File: src/rtl/uart_fifo_pkg.sv
// Shared types, defaults and helpers for the UART FIFO controller.
package uart_fifo_pkg;

  localparam int UART_FIFO_WIDTH       = 8;
  localparam int UART_FIFO_DEPTH       = 16;
  localparam int UART_FIFO_TIMEOUT_CYC = 64;

  // Level/pointer width: address bits plus one wrap bit, so 0..DEPTH fits.
  function automatic int fifo_lvl_w(input int depth);
    return $clog2(depth) + 1;
  endfunction

  // Status bundle used when packing the FIFO flags into a register map.
  typedef struct packed {
    logic full;
    logic empty;
    logic ovf;
    logic udf;
    logic thresh_irq;
    logic timeout;
  } uart_fifo_status_t;

endpackage

File: src/rtl/uart_fifo_ctrl_if.sv
// Push/pop data bus between the UART shifter side and the register side.
interface uart_fifo_ctrl_if #(
  parameter int WIDTH = 8
);
  logic             we;
  logic [WIDTH-1:0] wdata;
  logic             re;
  logic [WIDTH-1:0] rdata;
  logic             rvalid;

  // Requester: issues writes/reads, receives popped data.
  modport master (
    output we, wdata, re,
    input  rdata, rvalid
  );

  // FIFO: accepts requests, returns popped data.
  modport slave (
    input  we, wdata, re,
    output rdata, rvalid
  );
endinterface

File: src/rtl/uart_fifo_mem.sv
// Simple dual-port storage: one write port, one registered read port.
// The array itself is not reset so it can map onto block/distributed RAM;
// only the output register is reset.
module uart_fifo_mem #(
  parameter int WIDTH = 8,
  parameter int DEPTH = 16,
  parameter int AW    = 4
) (
  input  logic             clk_i,
  input  logic             rst_n_i,
  input  logic             we_i,
  input  logic [AW-1:0]    waddr_i,
  input  logic [WIDTH-1:0] wdata_i,
  input  logic             re_i,
  input  logic [AW-1:0]    raddr_i,
  output logic [WIDTH-1:0] rdata_o
);

  logic [WIDTH-1:0] mem [DEPTH];
  logic [WIDTH-1:0] rdata_q, rdata_d;

  // Write port: store the word at the write address.
  always_ff @(posedge clk_i) begin
    if (we_i) begin
      mem[waddr_i] <= wdata_i;
    end
  end

  // Next read data: a read fetches the slot's pre-write contents, otherwise hold.
  always_comb begin
    rdata_d = rdata_q;
    if (re_i) begin
      rdata_d = mem[raddr_i];
    end
  end

  // Registered read output.
  always_ff @(posedge clk_i or negedge rst_n_i) begin
    if (!rst_n_i) begin
      rdata_q <= '0;
    end else begin
      rdata_q <= rdata_d;
    end
  end

  assign rdata_o = rdata_q;

endmodule

File: src/rtl/uart_fifo_ctrl.sv
// UART RX/TX FIFO controller: pointer/level tracking, simultaneous push+pop,
// level threshold interrupt, sticky overflow/underflow, flush, RX timeout.
module uart_fifo_ctrl
  import uart_fifo_pkg::*;
#(
  parameter int  WIDTH       = UART_FIFO_WIDTH,
  parameter int  DEPTH       = UART_FIFO_DEPTH,
  parameter int  TIMEOUT_CYC = UART_FIFO_TIMEOUT_CYC,
  localparam int LVL_W       = fifo_lvl_w(DEPTH)
) (
  input  logic              clk_i,
  input  logic              rst_n_i,
  input  logic              flush_i,
  uart_fifo_ctrl_if.slave   bus,
  output logic              full_o,
  output logic              empty_o,
  output logic [LVL_W-1:0]  level_o,
  input  logic [LVL_W-1:0]  thresh_i,
  output logic              thresh_irq_o,
  output logic              timeout_o,
  output logic              ovf_o,
  output logic              udf_o,
  input  logic              clr_err_i
);

  localparam int AW = LVL_W - 1;

  logic [LVL_W-1:0] wptr_q, wptr_d;
  logic [LVL_W-1:0] rptr_q, rptr_d;
  logic [LVL_W-1:0] level;
  logic             empty, full;
  logic             push, pop;
  logic             rvalid_q, rvalid_d;
  logic             ovf_q, ovf_d;
  logic             udf_q, udf_d;
  logic [WIDTH-1:0] rdata;

  // Occupancy and flags straight from the registered pointers.
  assign level = wptr_q - rptr_q;
  assign empty = (wptr_q == rptr_q);
  assign full  = (wptr_q[AW-1:0] == rptr_q[AW-1:0]) && (wptr_q[AW] != rptr_q[AW]);

  // A pop frees a slot in the same cycle, so a full FIFO can still take a push
  // alongside it. Flush drops both requests.
  assign pop  = bus.re & ~empty & ~flush_i;
  assign push = bus.we & (~full | pop) & ~flush_i;

  // Next pointer values: flush rewinds both, otherwise advance on accept.
  always_comb begin
    wptr_d = wptr_q;
    rptr_d = rptr_q;
    if (flush_i) begin
      wptr_d = '0;
      rptr_d = '0;
    end else begin
      if (push) wptr_d = wptr_q + LVL_W'(1);
      if (pop)  rptr_d = rptr_q + LVL_W'(1);
    end
  end

  // Next read-valid and sticky error flags; a new error beats a clear.
  always_comb begin
    rvalid_d = pop;
    ovf_d    = (bus.we & full & ~pop & ~flush_i) | (ovf_q & ~clr_err_i);
    udf_d    = (bus.re & empty & ~flush_i) | (udf_q & ~clr_err_i);
  end

  // Control state registers.
  always_ff @(posedge clk_i or negedge rst_n_i) begin
    if (!rst_n_i) begin
      wptr_q   <= '0;
      rptr_q   <= '0;
      rvalid_q <= 1'b0;
      ovf_q    <= 1'b0;
      udf_q    <= 1'b0;
    end else begin
      wptr_q   <= wptr_d;
      rptr_q   <= rptr_d;
      rvalid_q <= rvalid_d;
      ovf_q    <= ovf_d;
      udf_q    <= udf_d;
    end
  end

  uart_fifo_mem #(
    .WIDTH (WIDTH),
    .DEPTH (DEPTH),
    .AW    (AW)
  ) u_mem (
    .clk_i   (clk_i),
    .rst_n_i (rst_n_i),
    .we_i    (push),
    .waddr_i (wptr_q[AW-1:0]),
    .wdata_i (bus.wdata),
    .re_i    (pop),
    .raddr_i (rptr_q[AW-1:0]),
    .rdata_o (rdata)
  );

  // Character timeout: counts idle cycles while data sits unread.
  if (TIMEOUT_CYC > 0) begin : g_timeout
    localparam int               CNT_W   = $clog2(TIMEOUT_CYC + 1);
    localparam logic [CNT_W-1:0] CNT_MAX = CNT_W'(TIMEOUT_CYC);

    logic [CNT_W-1:0] cnt_q, cnt_d;

    // Restart on any activity or when empty, otherwise count up and saturate.
    always_comb begin
      cnt_d = cnt_q;
      if (push || pop || flush_i || empty) begin
        cnt_d = '0;
      end else if (cnt_q != CNT_MAX) begin
        cnt_d = cnt_q + CNT_W'(1);
      end
    end

    // Idle counter register.
    always_ff @(posedge clk_i or negedge rst_n_i) begin
      if (!rst_n_i) begin
        cnt_q <= '0;
      end else begin
        cnt_q <= cnt_d;
      end
    end

    assign timeout_o = (cnt_q == CNT_MAX) & ~empty;
  end else begin : g_no_timeout
    assign timeout_o = 1'b0;
  end

  assign bus.rdata    = rdata;
  assign bus.rvalid   = rvalid_q;
  assign full_o       = full;
  assign empty_o      = empty;
  assign level_o      = level;
  assign thresh_irq_o = (thresh_i != '0) && (level >= thresh_i);
  assign ovf_o        = ovf_q;
  assign udf_o        = udf_q;

endmodule

File: src/flat_wrapper.sv
// flat-port wrapper written by rule: the top's interface ports become plain ports
module uart_fifo_ctrl_flat import uart_fifo_pkg::*;
#(
  parameter int  WIDTH       = UART_FIFO_WIDTH,
  parameter int  DEPTH       = UART_FIFO_DEPTH,
  parameter int  TIMEOUT_CYC = UART_FIFO_TIMEOUT_CYC,
  localparam int LVL_W       = fifo_lvl_w(DEPTH)
)
  (clk_i, rst_n_i, flush_i, full_o, empty_o, level_o, thresh_i, thresh_irq_o, timeout_o, ovf_o, udf_o, clr_err_i, bus_we, bus_wdata, bus_re, bus_rdata, bus_rvalid);
  uart_fifo_ctrl_if #(.WIDTH(WIDTH)) bus_i ();
  input  logic clk_i;
  input  logic rst_n_i;
  input  logic flush_i;
  output logic full_o;
  output logic empty_o;
  output logic [LVL_W-1:0] level_o;
  input  logic [LVL_W-1:0] thresh_i;
  output logic thresh_irq_o;
  output logic timeout_o;
  output logic ovf_o;
  output logic udf_o;
  input  logic clr_err_i;
  input wire logic [$bits(bus_i.we)-1:0] bus_we;
  input wire logic [$bits(bus_i.wdata)-1:0] bus_wdata;
  input wire logic [$bits(bus_i.re)-1:0] bus_re;
  output wire logic [$bits(bus_i.rdata)-1:0] bus_rdata;
  output wire logic [$bits(bus_i.rvalid)-1:0] bus_rvalid;
  assign bus_i.we = bus_we;
  assign bus_i.wdata = bus_wdata;
  assign bus_i.re = bus_re;
  assign bus_rdata = bus_i.rdata;
  assign bus_rvalid = bus_i.rvalid;
  uart_fifo_ctrl #(.WIDTH(WIDTH), .DEPTH(DEPTH), .TIMEOUT_CYC(TIMEOUT_CYC)) u_core (.clk_i(clk_i), .rst_n_i(rst_n_i), .flush_i(flush_i), .bus(bus_i), .full_o(full_o), .empty_o(empty_o), .level_o(level_o), .thresh_i(thresh_i), .thresh_irq_o(thresh_irq_o), .timeout_o(timeout_o), .ovf_o(ovf_o), .udf_o(udf_o), .clr_err_i(clr_err_i));
endmodule
File: config.mk
export PLATFORM = sky130hd
export DESIGN_NAME = uart_fifo_ctrl_flat
export DESIGN_NICKNAME = d
export VERILOG_FILES = /design/src/rtl/uart_fifo_pkg.sv /design/src/rtl/uart_fifo_ctrl_if.sv /design/src/rtl/uart_fifo_mem.sv /design/src/rtl/uart_fifo_ctrl.sv /design/src/flat_wrapper.sv
export SDC_FILE = /design/constraint.sdc
export NUM_CORES = 1
export LEC_CHECK = 0
export BUFFER_PORTS_ARGS = -buffer_cell sky130_fd_sc_hd__buf_2
export CAP_MARGIN = 20
export CORE_UTILIZATION = 30
export DETAILED_ROUTE_END_ITERATION = 8
export HOLD_SLACK_MARGIN = 0.15
export SYNTH_ARGS = -nofsm -noshare
export SYNTH_HDL_FRONTEND = slang
export SYNTH_SLANG_ARGS = --single-unit
File: constraint.sdc
create_clock -name clk_i -period 7.2 [get_ports clk_i]
set_input_delay 0.72 -clock clk_i [delete_from_list [all_inputs] [get_ports clk_i]]
set_output_delay 0.72 -clock clk_i [all_outputs]
set_load 0.01 [all_outputs]
==> run_results.csv <==
group,metric,value,unit
status,status,"finished clean",
timing,rsz0062_at_grt,"false",
timing,slew_violations,0,
worst_setup_path,slowest_stage,"inv_2",
job,drv_cap,0,
synth,synth.top_cells.by_area,"edfxtp_1 (59%), mux4_2 (11%), dfrtp_1 (11%), ha_1 (3.1%), mux2i_1 (2.6%)",
grt,antenna_found_initial,0,
floorplan,core-area,21150,sq um
synth,ys_warn_count,0,
detailed_routing,detail-route-antenna-nets,0,
detailed_routing,drtIter0Drc,231,
worst_setup_path,worst-path-stages,9,
layout,syn_to_final_growth,16.66,%
worst_setup_path,worstSetupEndpointType,"output port",
timing,fin_hold_ws,0.3240,ns
clock_tree,holdBufCountCts,0,
layout,n_antenna_cell,0,
detailed_routing,avgRoutedWirePerCell,18.50,um
grt,grt_usage,12.71,%
synth,ys_seq_area_share,69.86,%
synth,synth_fp_nets,411,
layout,final_cell_mix,"edfxtp_1 (128), buf_2 (39), nor2_1 (34)",
placement,dp_worst_setup_slack,3.989,ns
floorplan,die_w,149.3,um
synth,ys_seq_elements,156,
clock_tree,clk_latency,0.43,ns
worst_setup_path,r2r_start,"u_core.rptr_q[3]",
synth,synth-edff-count,128,
power,p_leak,0.002750,uW
grt,grt_max_degree,36,
synth,synthesis.area,6505,sq um
synth,synth_top_area_cell,"edfxtp_1",
timing,fin_ws,3.632,ns
grt,grt_pass1_vias,3632,
synth,async_reset_ff_share,17.95,%
power,ir_drop,0.1554,mV
detailed_routing,viasPerCell,4.727,
timing,finalSetupTns,0,ns
timing,post-route-period-util,49.56,%
clock_tree,cts_tree,"yes",
floorplan,die_area,22280,sq um
grt,grt-ovfl-total,0,
worst_setup_path,worst_setup_path_start_kind,"register",
timing,max_freq,280.3,MHz
synth,syn-mean-instance-area,17.35,sq um
grt,grt_pass1_wl,20.36,mm
worst_setup_path,required,6.48,ns
worst_setup_path,worstRegToRegCells,8,
detailed_routing,via_count,3375,
timing,fin_crit,3.568,ns
placement,routabilityCongestion,0.7891,
worst_setup_path,crit_fanout,18,
min_path,hold_path_class,"input pin to async pin",
clock_tree,cts.htree.levels,4,
floorplan,die_h,149.3,um
clock_tree,cts.sinks,156,
synth,postSynthCellCount,375,
floorplan,placementRows,53,
power,power,2211,uW
synth,synth_top_area_share,59.09,%
worst_setup_path,crit_chain,"inv_2, ha_1, a21o_1, a21oi_1, xnor2_1, ha_1, o22ai_1, a21oi_1, buf_2",
clock_tree,postCtsSetupRepairBufs,0,
timing,hold_violations,0,
detailed_routing,drtPass1Iterations,5,
placement,place.port_buffers,38,
synth,synth-main-ff-cell,"edfxtp_1",
floorplan,ios,39,
worst_setup_path,path_class,"register to output port",
clock_tree,cts_buffers,17,
worst_setup_path,cpPeakStageDelay,0.42,ns
clock_tree,cts.clk_slew.worst_paths,0.06,ns
synth,synth_cell_type_count,38,
timing,fin_skew,0.008306,ns
detailed_routing,drc,0,
timing,slew-limit-headroom,34.40,%
floorplan,floorplan.initialDensity,30.75,%
layout,num-nets-final,462,
layout,final_cell_area,7589,sq um
worst_setup_path,cpLargestDelayFamily,"adder cells",
layout,drive_gt1_share,25.74,%
placement,post-dp-hpwl,8.601,mm
power,powerDensity,291.3,nW/um^2
clock_tree,cts_root_buf,"clkbuf_16",
clock_tree,cts-resized-gates,0,
clock_tree,clockBufferDepth,2,
worst_setup_path,setup.worst_path.start,"u_core.rptr_q[2]",
timing,worst_pin_slew,0.9805,ns
detailed_routing,routed_wl,13.21,mm
placement,post_dp_cell_area,7009,sq um
worst_setup_path,crit_buf_inv,2,
worst_setup_path,cp.arrival,2.85,ns
layout,final_common_cell,"edfxtp_1",
timing,setup_viol,0,
[cell type report]
type,instances,area [sq um]
Fill cell,1986,13570
Inverter,18,67.56
Tap cell,275,344.1
Sequential cell,156,4546
Timing Repair Buffer,44,232.7
Clock inverter,14,137.6
Multi-Input combinational cell,189,1832
Clock buffer,18,429.2
[worst register-to-register path, cell delays in order, from the launching register on]
cell and delay (ns):
dfrtp_1 0.32, buf_4 0.42, inv_1 0.15, ha_1 0.36, nand4_1 0.11, nor3_1 0.05, nor2_1 0.26, nand2_1 0.17
nor2_1 0.77
[metrics by stage]
stage          std cells  utilization [%]
6_report             714            35.87
3_5_place_dp         680            33.13
5_1_grt              714            35.87
4_1_cts              712            35.81
3_3_place_gp         680            33.13
2_1_floorplan        375                -
[power by group]
group / switching (uW) / internal, uW
Sequential: 27.7 / 1010
Combinational: 170 / 145
Clock: 374 / 482
Total: 572 / 1640
[final timing paths]
kind,end,slack (ns)
max,thresh_irq_o,3.63
min reg2reg,u_core.u_mem.rdata_o[3],0.53
max reg2reg,u_core.u_mem.mem[14][4],4.21
min in group clk_i,u_core.ovf_o,0.50
max in group asynchronous,u_core.rptr_q[0],6.41
min,u_core.ovf_o,0.32
[routing by layer]
metal | wire (um) | GRT usage, %
met1 | 6075 | 16.28
met5 | 0 | 0
met4 | 165 | 4.439
met3 | 488 | 3.547
met2 | 6477 | 20.60
[synthesized netlist by cell type (all sizes together) (3+ instances only)]
library cell	n
nand3	3
nand4	3
ha	16
nor2	34
dfrtp	28
nand2	19
nand2b	7
mux2i	17
inv	18
buf	8
xor2	6
o221ai	8
edfxtp	128
o21ai	3
mux4	32
a21oi	7
clkbuf	4
xnor2	11
nor3	5
[registers in the layout, indices dropped and copies added, names as in the netlist]
signal	count
u_core.u_mem.rdata_o	8
u_core.udf_o	1
u_core.g_timeout.cnt_q	7
u_core.rptr_q	5
u_core.wptr_q	5
u_core.ovf_o	1
u_core.u_mem.mem	128
u_core.bus.rvalid	1
[logic make-up after synthesis]
| family | Yosys count | synth area share [%] |
|---|---|---|
| AOI/OAI and AO/OA | 27 | 2.923 |
| xor gates and xnor gates | 17 | 2.404 |
| adders and majority gates | 17 | 3.385 |
| buffers and inverters | 30 | 1.981 |
| DFF | 156 | 69.86 |
| muxes | 49 | 13.69 |
| and+or+nand+nor | 79 | 5.751 |
Power figures use the tool's default switching activity.
